## src/rtl/spi_master.sv

```systemverilog
// SPI mode-0 master: shifts a 16-bit word out on mosi, MSB first, and
// captures 16 bits from miso in the same frame. A one-cycle start pulse
// launches a frame and a one-cycle done pulse ends it.
module spi_master #(
    parameter int CLK_DIV = 50
) (
    input  logic        clk,
    input  logic        reset,
    input  logic        start,
    input  logic [15:0] tx_data,
    output logic        busy,
    output logic        done,
    output logic [15:0] rx_data,
    output logic        sclk,
    output logic        mosi,
    input  logic        miso,
    output logic        cs
);

    localparam int            CW       = (CLK_DIV > 1) ? $clog2(CLK_DIV) : 1;
    localparam logic [CW-1:0] DIV_LAST = CW'(CLK_DIV - 1);

    typedef enum logic [2:0] {
        IDLE,
        SETUP,
        HIGH,
        LOW,
        HOLD
    } state_t;

    state_t        state, state_nxt;
    logic [CW-1:0] div_cnt, div_nxt;
    logic [3:0]    bit_cnt, bit_nxt;
    logic [15:0]   tx_sr, tx_sr_nxt;
    logic [15:0]   rx_sr, rx_sr_nxt;
    logic [15:0]   rx_data_nxt;
    logic          cs_nxt, sclk_nxt, mosi_nxt, busy_nxt, done_nxt;
    logic          div_last;
    logic          accept;

    assign div_last = (div_cnt == DIV_LAST);
    // A start coinciding with the done pulse is dropped; the earliest
    // accepted start is the cycle after done.
    assign accept   = (state == IDLE) && start && !done;

    // State register plus every registered output and datapath register.
    always_ff @(posedge clk) begin
        if (reset) begin
            // NOTE: the shift registers are cleared too, so a frame aborted by
            // reset can never leak partially captured bits into a later frame.
            state   <= IDLE;
            div_cnt <= '0;
            bit_cnt <= '0;
            tx_sr   <= '0;
            rx_sr   <= '0;
            rx_data <= '0;
            cs      <= 1'b1;
            sclk    <= 1'b0;
            mosi    <= 1'b0;
            busy    <= 1'b0;
            done    <= 1'b0;
        end else begin
            // NOTE: non-blocking assignments so every register updates from
            // the values present before this edge, independent of order.
            state   <= state_nxt;
            div_cnt <= div_nxt;
            bit_cnt <= bit_nxt;
            tx_sr   <= tx_sr_nxt;
            rx_sr   <= rx_sr_nxt;
            rx_data <= rx_data_nxt;
            cs      <= cs_nxt;
            sclk    <= sclk_nxt;
            mosi    <= mosi_nxt;
            busy    <= busy_nxt;
            done    <= done_nxt;
        end
    end

    // Next-state logic: each timed state lasts exactly CLK_DIV cycles.
    always_comb begin
        state_nxt = state;
        unique case (state)
            IDLE:  if (accept)   state_nxt = SETUP;
            SETUP: if (div_last) state_nxt = HIGH;
            HIGH:  if (div_last) state_nxt = (bit_cnt == 4'd15) ? HOLD : LOW;
            LOW:   if (div_last) state_nxt = HIGH;
            HOLD:  if (div_last) state_nxt = IDLE;
            default:             state_nxt = IDLE;
        endcase
    end

    // Output logic: next values of the registered outputs and datapath.
    always_comb begin
        // NOTE: every signal gets a hold-value default first, so no path
        // through the case below can infer a latch.
        cs_nxt      = cs;
        sclk_nxt    = sclk;
        mosi_nxt    = mosi;
        busy_nxt    = busy;
        done_nxt    = 1'b0;
        rx_data_nxt = rx_data;
        tx_sr_nxt   = tx_sr;
        rx_sr_nxt   = rx_sr;
        bit_nxt     = bit_cnt;
        div_nxt     = (state == IDLE || state_nxt != state) ? '0 : div_cnt + CW'(1);

        unique case (state)
            IDLE: begin
                if (accept) begin
                    tx_sr_nxt = tx_data;
                    cs_nxt    = 1'b0;
                    mosi_nxt  = tx_data[15];
                    busy_nxt  = 1'b1;
                    bit_nxt   = 4'd0;
                end
            end
            SETUP, LOW: begin
                // Rising sclk edge: miso is sampled on this same clk edge.
                if (div_last) begin
                    sclk_nxt  = 1'b1;
                    rx_sr_nxt = {rx_sr[14:0], miso};
                end
            end
            HIGH: begin
                if (div_last) begin
                    sclk_nxt = 1'b0;
                    if (bit_cnt != 4'd15) begin
                        mosi_nxt  = tx_sr[14];
                        tx_sr_nxt = {tx_sr[14:0], 1'b0};
                        bit_nxt   = bit_cnt + 4'd1;
                    end
                end
            end
            HOLD: begin
                if (div_last) begin
                    cs_nxt      = 1'b1;
                    done_nxt    = 1'b1;
                    busy_nxt    = 1'b0;
                    rx_data_nxt = rx_sr;
                end
            end
            default: ;
        endcase
    end

endmodule

```

## config.mk

```make
export PLATFORM = sky130hd
export DESIGN_NAME = spi_master
export DESIGN_NICKNAME = d
export VERILOG_FILES = /design/src/rtl/spi_master.sv
export SDC_FILE = /design/constraint.sdc
export NUM_CORES = 1
export LEC_CHECK = 0
export ABC_AREA = 1
export CORE_ASPECT_RATIO = 0.6
export CORE_MARGIN = 10
export CORE_UTILIZATION = 50
export DETAILED_ROUTE_END_ITERATION = 8
export PLACE_DENSITY = 0.75
export SETUP_SLACK_MARGIN = 0.2
export SLEW_MARGIN = 40
export SYNTH_ARGS = -nofsm -noshare
export SYNTH_HDL_FRONTEND = slang
export SYNTH_SLANG_ARGS = --single-unit
```

## constraint.sdc

```tcl
create_clock -name clk -period 2.3 [get_ports clk]
set_input_delay 0.46 -clock clk [delete_from_list [all_inputs] [get_ports clk]]
set_output_delay 0.46 -clock clk [all_outputs]
set_load 0.005 [all_outputs]
```

### Word level (Yosys, flattened, before mapping)

Cells that the tools add are included.

* ROM bits: 0
* register bits after elaboration: 65
* memories kept: 0
* latch bits: 0
* RAM bits: 0
* input port bits: 20
* word-level logic and storage cells: 69

* equality and inequality tests: 13
* shift-type cells: 0
* reductions and logical operators: 16
* mux-type cells: 26
* bitwise logic cells: 1
* multipliers: 0
* $add $sub $neg: 2
* div/mod/pow operators: 0
* magnitude comparators: 0

Operator list (number)
* $mux 15: 3
* $pmux 15 s2: 1
* $mux 3: 5
* $mux 4: 3
* $pmux 3 s4: 1
* $mux 1: 8
* $ne 2x2->1 const B: 4
* $pmux 1 s2: 4
* $pmux 4 s2: 1
* $add 6x1->6 const B: 1
* $eq 3x2->1 const B: 2
* $eq 6x6->1 const B: 1
* $reduce_and 3->1: 2
* $reduce_bool 2->1: 3
* $reduce_or 2->1: 3
* $add 4x1->4 const B: 1
* $eq 4x4->1 const B: 1
* $ne 4x4->1 const B: 1
* $reduce_and 2->1: 2
* $reduce_and 4->1: 1
* $eq 3x1->1 const B: 1
* $eq 3x3->1 const B: 1
* $logic_not 3->1: 1
* $ne 3x3->1: 1
* other kinds (5): 6

### Longest topological paths before layout

Gate-level depths: netlist (run 1).

* word-level depth: 8
* depth in mapped cells: 12
* gate-level depth less buffers: 12

### Worst setup path before layout (run 1)

Ideal clock, no wire load.

* path type: flip-flop to flip-flop
* from: register div_cnt[0]
* to: register tx_sr[10]
* cell stages (with the launch flop): 10
* setup time: 125 ps
* period minus slack after synthesis: 1412 ps
* required time: 2175 ps
* path buffers: 1
* arrival: 1287 ps
* setup slack: 888 ps
* cell sequence: dfxtp_1 > ha_1 > nand2_1 > nor2_4 > nand2_4 > nor2_4 > nand2_2 > nand2_4 > buf_2 > a31oi_1

* word-level cells in the longest chain between the ends: 3

Ends and longest elaborated chain
* from (decl): line 32 `logic [CW-1:0] div_cnt, div_nxt;`
* from (signal assigned): line 66 `div_cnt <= div_nxt;`
* $eq 6x6->1: line 41 `assign div_last = (div_cnt == DIV_LAST);`
* $ne 2x2->1 (no source line)
* $reduce_and 4->1 (no source line)
* to (signal assigned): line 68 `tx_sr <= tx_sr_nxt;`
* to (decl): line 34 `logic [15:0] tx_sr, tx_sr_nxt;`

Every way passes these cells.
A chain may end at the register's enable or synchronous reset.

### Worst setup path in the final report (run 1)

* from: register div_cnt[0]
* to: register rx_sr[5]

* word-level cells in the longest chain between the ends: 2

Ends and longest elaborated chain
* $eq 6x6->1: line 41
* $reduce_and 2->1 (no source line)
* to (signal assigned): line 69 `rx_sr <= rx_sr_nxt;`
* to (decl): line 35 `logic [15:0] rx_sr, rx_sr_nxt;`

Every way passes these cells.

==> results of run 1 <==
-- worst min-delay path by stage --
stage          depth (start not counted)          end         from  slack [ns]
3_5_place_dp                           2   rx_data[6]   rx_data[6]        0.45
5_1_grt                                2    rx_sr[14]    rx_sr[14]        0.49
6_report                               2  rx_data[10]  rx_data[10]        0.46
3_3_place_gp                           2  rx_data[15]  rx_data[15]        0.44
2_1_floorplan                          2    rx_sr[15]    rx_sr[15]        0.42
4_1_cts                                2  rx_data[10]  rx_data[10]        0.46
-- power by group --
group	total, uW	switching [uW]	internal, uW
registers	1180	20.0	1160
logic	161	81.3	79.7
clock network	1030	425	605
total	2370	526	1840
-- critical path: cells and delay by family, from the launching register on --
kind / cells / cell delay, ns
simple gates: 3 / 0.71
compound gates: 2 / 0.41
fa+ha+maj: 1 / 0.20
flops: 1 / 0.39
-- metrics by stage --
stage / utilization, % / worst slack (ns) / area [um2] / hold WS [ns]
4_1_cts: 64.43 / 0.4448 / 3241 / 0.4619
3_5_place_dp: 60.25 / 0.2630 / 3030 / 0.4477
5_1_grt: 64.43 / 0.2804 / 3241 / 0.4859
6_report: 64.43 / 0.4459 / 3241 / 0.4591
3_3_place_gp: 60.25 / 0.3663 / 3030 / 0.4379
2_1_floorplan: - / 0.8880 / 2586 / 0.4245
-- area by class of cell --
cell class,count,area (um2)
fill,439,1789
timing repair buffer,45,450.4
multi-input combinational,210,1072
sequential,65,1301
clock buffer,10,127.6
tap,66,82.58
clock inverter,6,82.58
inverter,33,123.9
-- cells in the final DEF, fill, tap and decap left out, types with 7 or more instances in the layout --
| cell type | instances |
|---|---|
| clkbuf_8 | 9 |
| o21ai_1 | 14 |
| dfxtp_1 | 65 |
| nand2_2 | 7 |
| inv_1 | 31 |
| nor2_1 | 10 |
| clkdlybuf4s50_1 | 40 |
| o21ai_0 | 36 |
| a21oi_1 | 25 |
| nand3_1 | 9 |
| nand2_1 | 68 |
| a31oi_1 | 15 |
-- logic make-up after synthesis --
group                    count (synthesis)
adder cells (fa/ha/maj)                  3
AO/OA/AOI/OAI                           91
AND/OR/NAND/NOR                        112
flip-flops                              65
XOR/XNOR                                 4
buffers and inverters                   48
-- layer usage --
metal	GRT usage (%)	vias up	wire, um
met5	0	-	0
met4	3.922	0	38
met3	5.975	6	390
met2	19.08	47	2335
met1	17.41	974	2849
li1	-	1143	-
-- sequential cells by signal, indices dropped and copies added, names as in the netlist, 3 cells and up --
| register | cells |
|---|---|
| bit_cnt | 4 |
| div_cnt | 6 |
| rx_data | 16 |
| rx_sr | 16 |
| state | 3 |
| tx_sr | 15 |
==> metrics.txt, run 1 <==
outcome=finished clean; final layout net count=387; Final Max Tran Viols=0; Seq/Total Area, Yosys=50.31%; wire length per cell=12.91 um; RSZ-0062 raised after global routing=no; setup_tns=0 ns; Max VDD drop=401.7 uV; CTS buffer count=9; Final min period=1.854 ns; Worst slew margin=64.89%; Clock transition at path regs=0.07 ns; Sink Count=65; most instantiated library cell after synthesis=nand2_1; Clock Tree Root=clkbuf_8; crit path DAT=2.06 ns; placed insts=419; Starting DRT DRC Count=111; slowest stage delay, CP=0.39 ns; post_cts resized=0; number of synthesized flops with an enable pin=0; Initial Util=51.42%; total gr overflow=0; first-pass GRT wire length=9190 um; clk_lat worst skew=0.34 ns; CTS tree=yes; Non-Filler Instances=435; R2R cell count=6; Max Cap Viol=0; FF+latch count, synth=65; synthesized-area fraction occupied by adder cells=1.451%; Final period util=80.61%; worst-path cell chain=ha_1 -> nand3_1 -> nor2_2 -> nand2_2 -> o21ai_0 -> a21oi_1; critical path's slowest cell=dfxtp_1; WP data required=2.50 ns; kind of critical path=flip-flop to flip-flop; simple logic cell fraction of the synthesized area=20.17%; cts hold-fix bufs=0; Via density=4.989; die area=8544 um2; Setup crit end=rx_sr[5]; cell taking the most area after synthesis=dfxtp_1; final setup violation count=0; P&R area growth vs syn=25.30%; via count=2,170; layout cells sized above 1=11.11%; leading post-synthesis cells by cell area=dfxtp_1 (50%), nand2_1 (9.9%), o21ai_0 (7.0%); PD cells=731.1 nW/um2; Synth Flop Type=dfxtp_1; crit start category=flip-flop; Reg2Reg Setup Slack=0.45 ns; multiplexer share of the synthesized area=0%; Post-Route WL=5614 um; number of global-route vias before repair=1,993; GRT Total Usage=13.26%; Max FO, Critical Path=33; min-delay worst type=flip-flop to flip-flop; dpl hpwl=3934 um; compound-cell area share of the yosys netlist=18.48%; Die H=75.71 um; largest family of logic cells by synthesized area=simple AND/OR/NAND/NOR gates; htree depth=3; TritonRoute pass-1 iters=4; RR Endpoint=rx_sr[5]; Final Hold Fails=0; Yosys top cell area share=50.31%; largest net degree at the start of global routing=34; # Post-CTS Setup Buffers=0; Port-buffer cells=40; syn_nets=346; Mapped Area=2586 um2; die width=112.9 um; post-layout power=2369 uW; Fmax achieved=539.4 MHz; routability cong.=0.7970; worst reg2reg path startpoint=div_cnt[0]; crit end category=flip-flop; Post-synth ARST share=0%; Avg Inst Size Synth=8.007 um2; num rows=20; Setup Skew=0.006413 ns; XOR/XNOR share of the synthesized area=1.355%; Leak=0.001251 uW; CTS max path bufs=2; # diodes=0; worst slew pin tran=0.5249 ns; Cells after Synth=323; post-synthesis cell type count=26; initial antenna violation count=0; most common library cells after synthesis=nand2_1 (68), dfxtp_1 (65), o21ai_0 (36), inv_1 (31), a21oi_1 (25); IO Count=41; Routed Antenna Nets=0; Worst Setup SP=div_cnt[0]; DRC=0; core area=5030 um2; warnings from Yosys=0
No activity file was read; power rests on OpenSTA's default activity.
==> inputs of run 2 (changes only) <==
--- a/config.mk
+++ b/config.mk
@@ -8,9 +8,9 @@
 export ABC_AREA = 1
 export CORE_ASPECT_RATIO = 0.6
 export CORE_MARGIN = 10
-export CORE_UTILIZATION = 50
+export CORE_UTILIZATION = 47
 export DETAILED_ROUTE_END_ITERATION = 8
-export PLACE_DENSITY = 0.75
+export PLACE_DENSITY = 0.74
 export SETUP_SLACK_MARGIN = 0.2
 export SLEW_MARGIN = 40
 export SYNTH_ARGS = -nofsm -noshare
==> constraint.sdc (replaced) <==
create_clock -name clk -period 1.6 [get_ports clk]
set_input_delay 0.32 -clock clk [delete_from_list [all_inputs] [get_ports clk]]
set_output_delay 0.32 -clock clk [all_outputs]
set_load 0.005 [all_outputs]
==> metrics.txt, run 2 (synthesis gave the netlist of run 1 again) <==
initial antenna violation count=0 (unchanged); Max VDD drop=563.4 uV (was 401.7 uV); TritonRoute pass-1 iters=4 (unchanged); Routed Antenna Nets=0 (unchanged); largest net degree at the start of global routing=18 (was 34); Final period util=107.1% (was 80.61%); num rows=20 (unchanged); die width=115.8 um (was 112.9 um); Worst slew margin=72.40% (was 64.89%); Post-Route WL=8272 um (was 5614 um); cts hold-fix bufs=0 (unchanged); core area=5180 um2 (was 5030 um2); Die H=77.46 um (was 75.71 um); PD cells=930.7 nW/um2 (was 731.1 nW/um2); Final Hold Fails=0 (unchanged); Via density=5.456 (was 4.989); min-delay worst type=flip-flop to flip-flop (unchanged); final setup violation count=15 (was 0); kind of critical path=flip-flop to flip-flop (unchanged); Sink Count=65 (unchanged); IO Count=41 (unchanged); R2R cell count=9 (was 6); Starting DRT DRC Count=156 (was 111); Initial Util=49.93% (was 51.42%); Leak=0.001772 uW (was 0.001251 uW); min setup slack post-route=-0.1133 ns (was 0.4459 ns); layout cells sized above 1=35.59% (was 11.11%); Clock transition at path regs=0.07 ns (about the same); commonest non-fill, non-tap cell in the layout=dfxtp_1 (was nand2_1); commonest non-fill, non-tap cells in the layout=dfxtp_1 (60), nand2_1 (44), inv_1 (28), o21ai_2 (28), a21oi_1 (23) (was nand2_1 (68), dfxtp_1 (65), clkdlybuf4s50_1 (40)); Final Max Tran Viols=0 (unchanged); DRC=0 (unchanged); largest registers=rx_data: 16 flops, rx_sr: 16 flops, tx_sr: 15 flops (unchanged); Fmax achieved=583.7 MHz (was 539.4 MHz); worst slew pin tran=0.4135 ns (was 0.5249 ns); Clock Tree Root=clkbuf_8 (unchanged); outcome=complete, but fails checks (was finished clean); crit path DAT=1.99 ns (was 2.06 ns); die area=8967 um2 (was 8544 um2); routability cong.=0.8415 (was 0.7970); Port-buffer cells=40 (unchanged); Setup Skew=0.01019 ns (was 0.006413 ns); Max FO, Critical Path=6 (was 33); Reg2Reg Setup Slack=-0.11 ns (was 0.45 ns); WP data required=1.88 ns (was 2.50 ns); GRT Total Usage=15.34% (was 13.26%); Min Hold Slack=0.4592 ns (was 0.4591 ns); htree depth=3 (unchanged); CTS buffer count=9 (unchanged); CTS max path bufs=2 (unchanged); first-pass GRT wire length=11,280 um (was 9190 um); failing checks=negative setup slack; RSZ-0062 raised after global routing=yes (was no); via count=2,537 (was 2,170); fill cell count=327 (was 439); crit end category=flip-flop (unchanged); P&R area growth vs syn=54.14% (was 25.30%); Final min period=1.713 ns (was 1.854 ns); CTS tree=yes (unchanged); wire length per cell=17.79 um (was 12.91 um); clk_lat worst skew=0.35 ns (was 0.34 ns); setup_tns=-0.7292 ns (was 0 ns); crit start category=flip-flop (unchanged); Max Cap Viol=0 (unchanged); number of global-route vias before repair=2,382 (was 1,993); final layout net count=418 (was 387); dpl hpwl=4301 um (was 3934 um); # diodes=0 (unchanged); total gr overflow=0 (unchanged); Worst Hold Depth=2 (unchanged)
## run 2: cell types whose count changed in the layout (fill, tap and decap cells not counted), moves of 5 or more
cell	previous run	this run
o21ai_0	36	2
o21ai_2	0	28
o21ai_1	14	20
dlygate4sd2_1	0	21
buf_4	4	19
clkdlybuf4s50_1	40	19
nand2_2	7	14
buf_6	0	6
nand2_1	68	44
nand2_4	2	19
dfxtp_1	65	60
## run 2: layout make-up
type                       instances  area (um2)  share of cell area (%)
inverter                          33       123.9                   3.107
sequential                        65        1310                   32.86
tap                               66       82.58                   2.072
clock buffer                      13       168.9                   4.237
multi-input combinational        211        1434                   35.97
timing repair buffer              75       807.0                   20.24
clock inverter                     2       60.06                   1.507
## run 2: power by group
| part | switching, uW | total [uW] | leakage [uW] | internal (uW) |
|---|---|---|---|---|
| Combinational | 190 | 390 | 0.00113 | 200 |
| Clock | 621 | 1620 | 0.000116 | 998 |
| Sequential | 36.4 | 1700 | 0.000531 | 1660 |
## run 2: what timing repair did
action | in CTS | in global routing
resized for setup | 44 | 117
cloned | 2 | 4
pin swaps | 11 | 13
buffers inserted | 13 | 4
endpoints found under the setup margin | 75 | 62
## run 2: per-stage QoR
step / setup WS, ns / cells / cell area [um2] / power (uW) / utilization (%)
detailed placement: -0.1476 / 427 / 3107 / 1978 / 59.98
finish: -0.1133 / 465 / 3986 / 3710 / 76.96
floorplan: 0.2017 / 323 / 2592 / 1865 / -
global placement: -0.06730 / 427 / 3107 / 1971 / 59.98
CTS: 0.01666 / 457 / 3522 / 3597 / 68.00
global route: -0.1671 / 465 / 3986 / 3800 / 76.96
## run 2: layer usage
| layer | global-route usage [%] | vias to the layer above | share of wire, % |
|---|---|---|---|
| met3 | 5.453 | 26 | 7.5 |
| met1 | 19.84 | 1195 | 43 |
| li1 | - | 1212 | - |
| met2 | 22.98 | 104 | 47 |
| met4 | 5.597 | 0 | 2.6 |
| met5 | 0 | - | 0 |
## run 2: worst paths after layout
path	start	to
setup reg to reg	state[1]	div_cnt[2]
hold reg to reg	rx_data[3]	rx_data[3]
setup / recovery	state[1]	div_cnt[2]
hold / removal	rx_data[3]	rx_data[3]
## run 2: critical path, cell delays in order, from the launching register on
cell	delay, ns
dfxtp_1	0.47
inv_2	0.15
nor2_4	0.27
nand2_4	0.09
buf_4	0.15
nand3_2	0.08
nand2_2	0.05
nor2_2	0.12
nand2_2	0.13
nor2_1	0.12
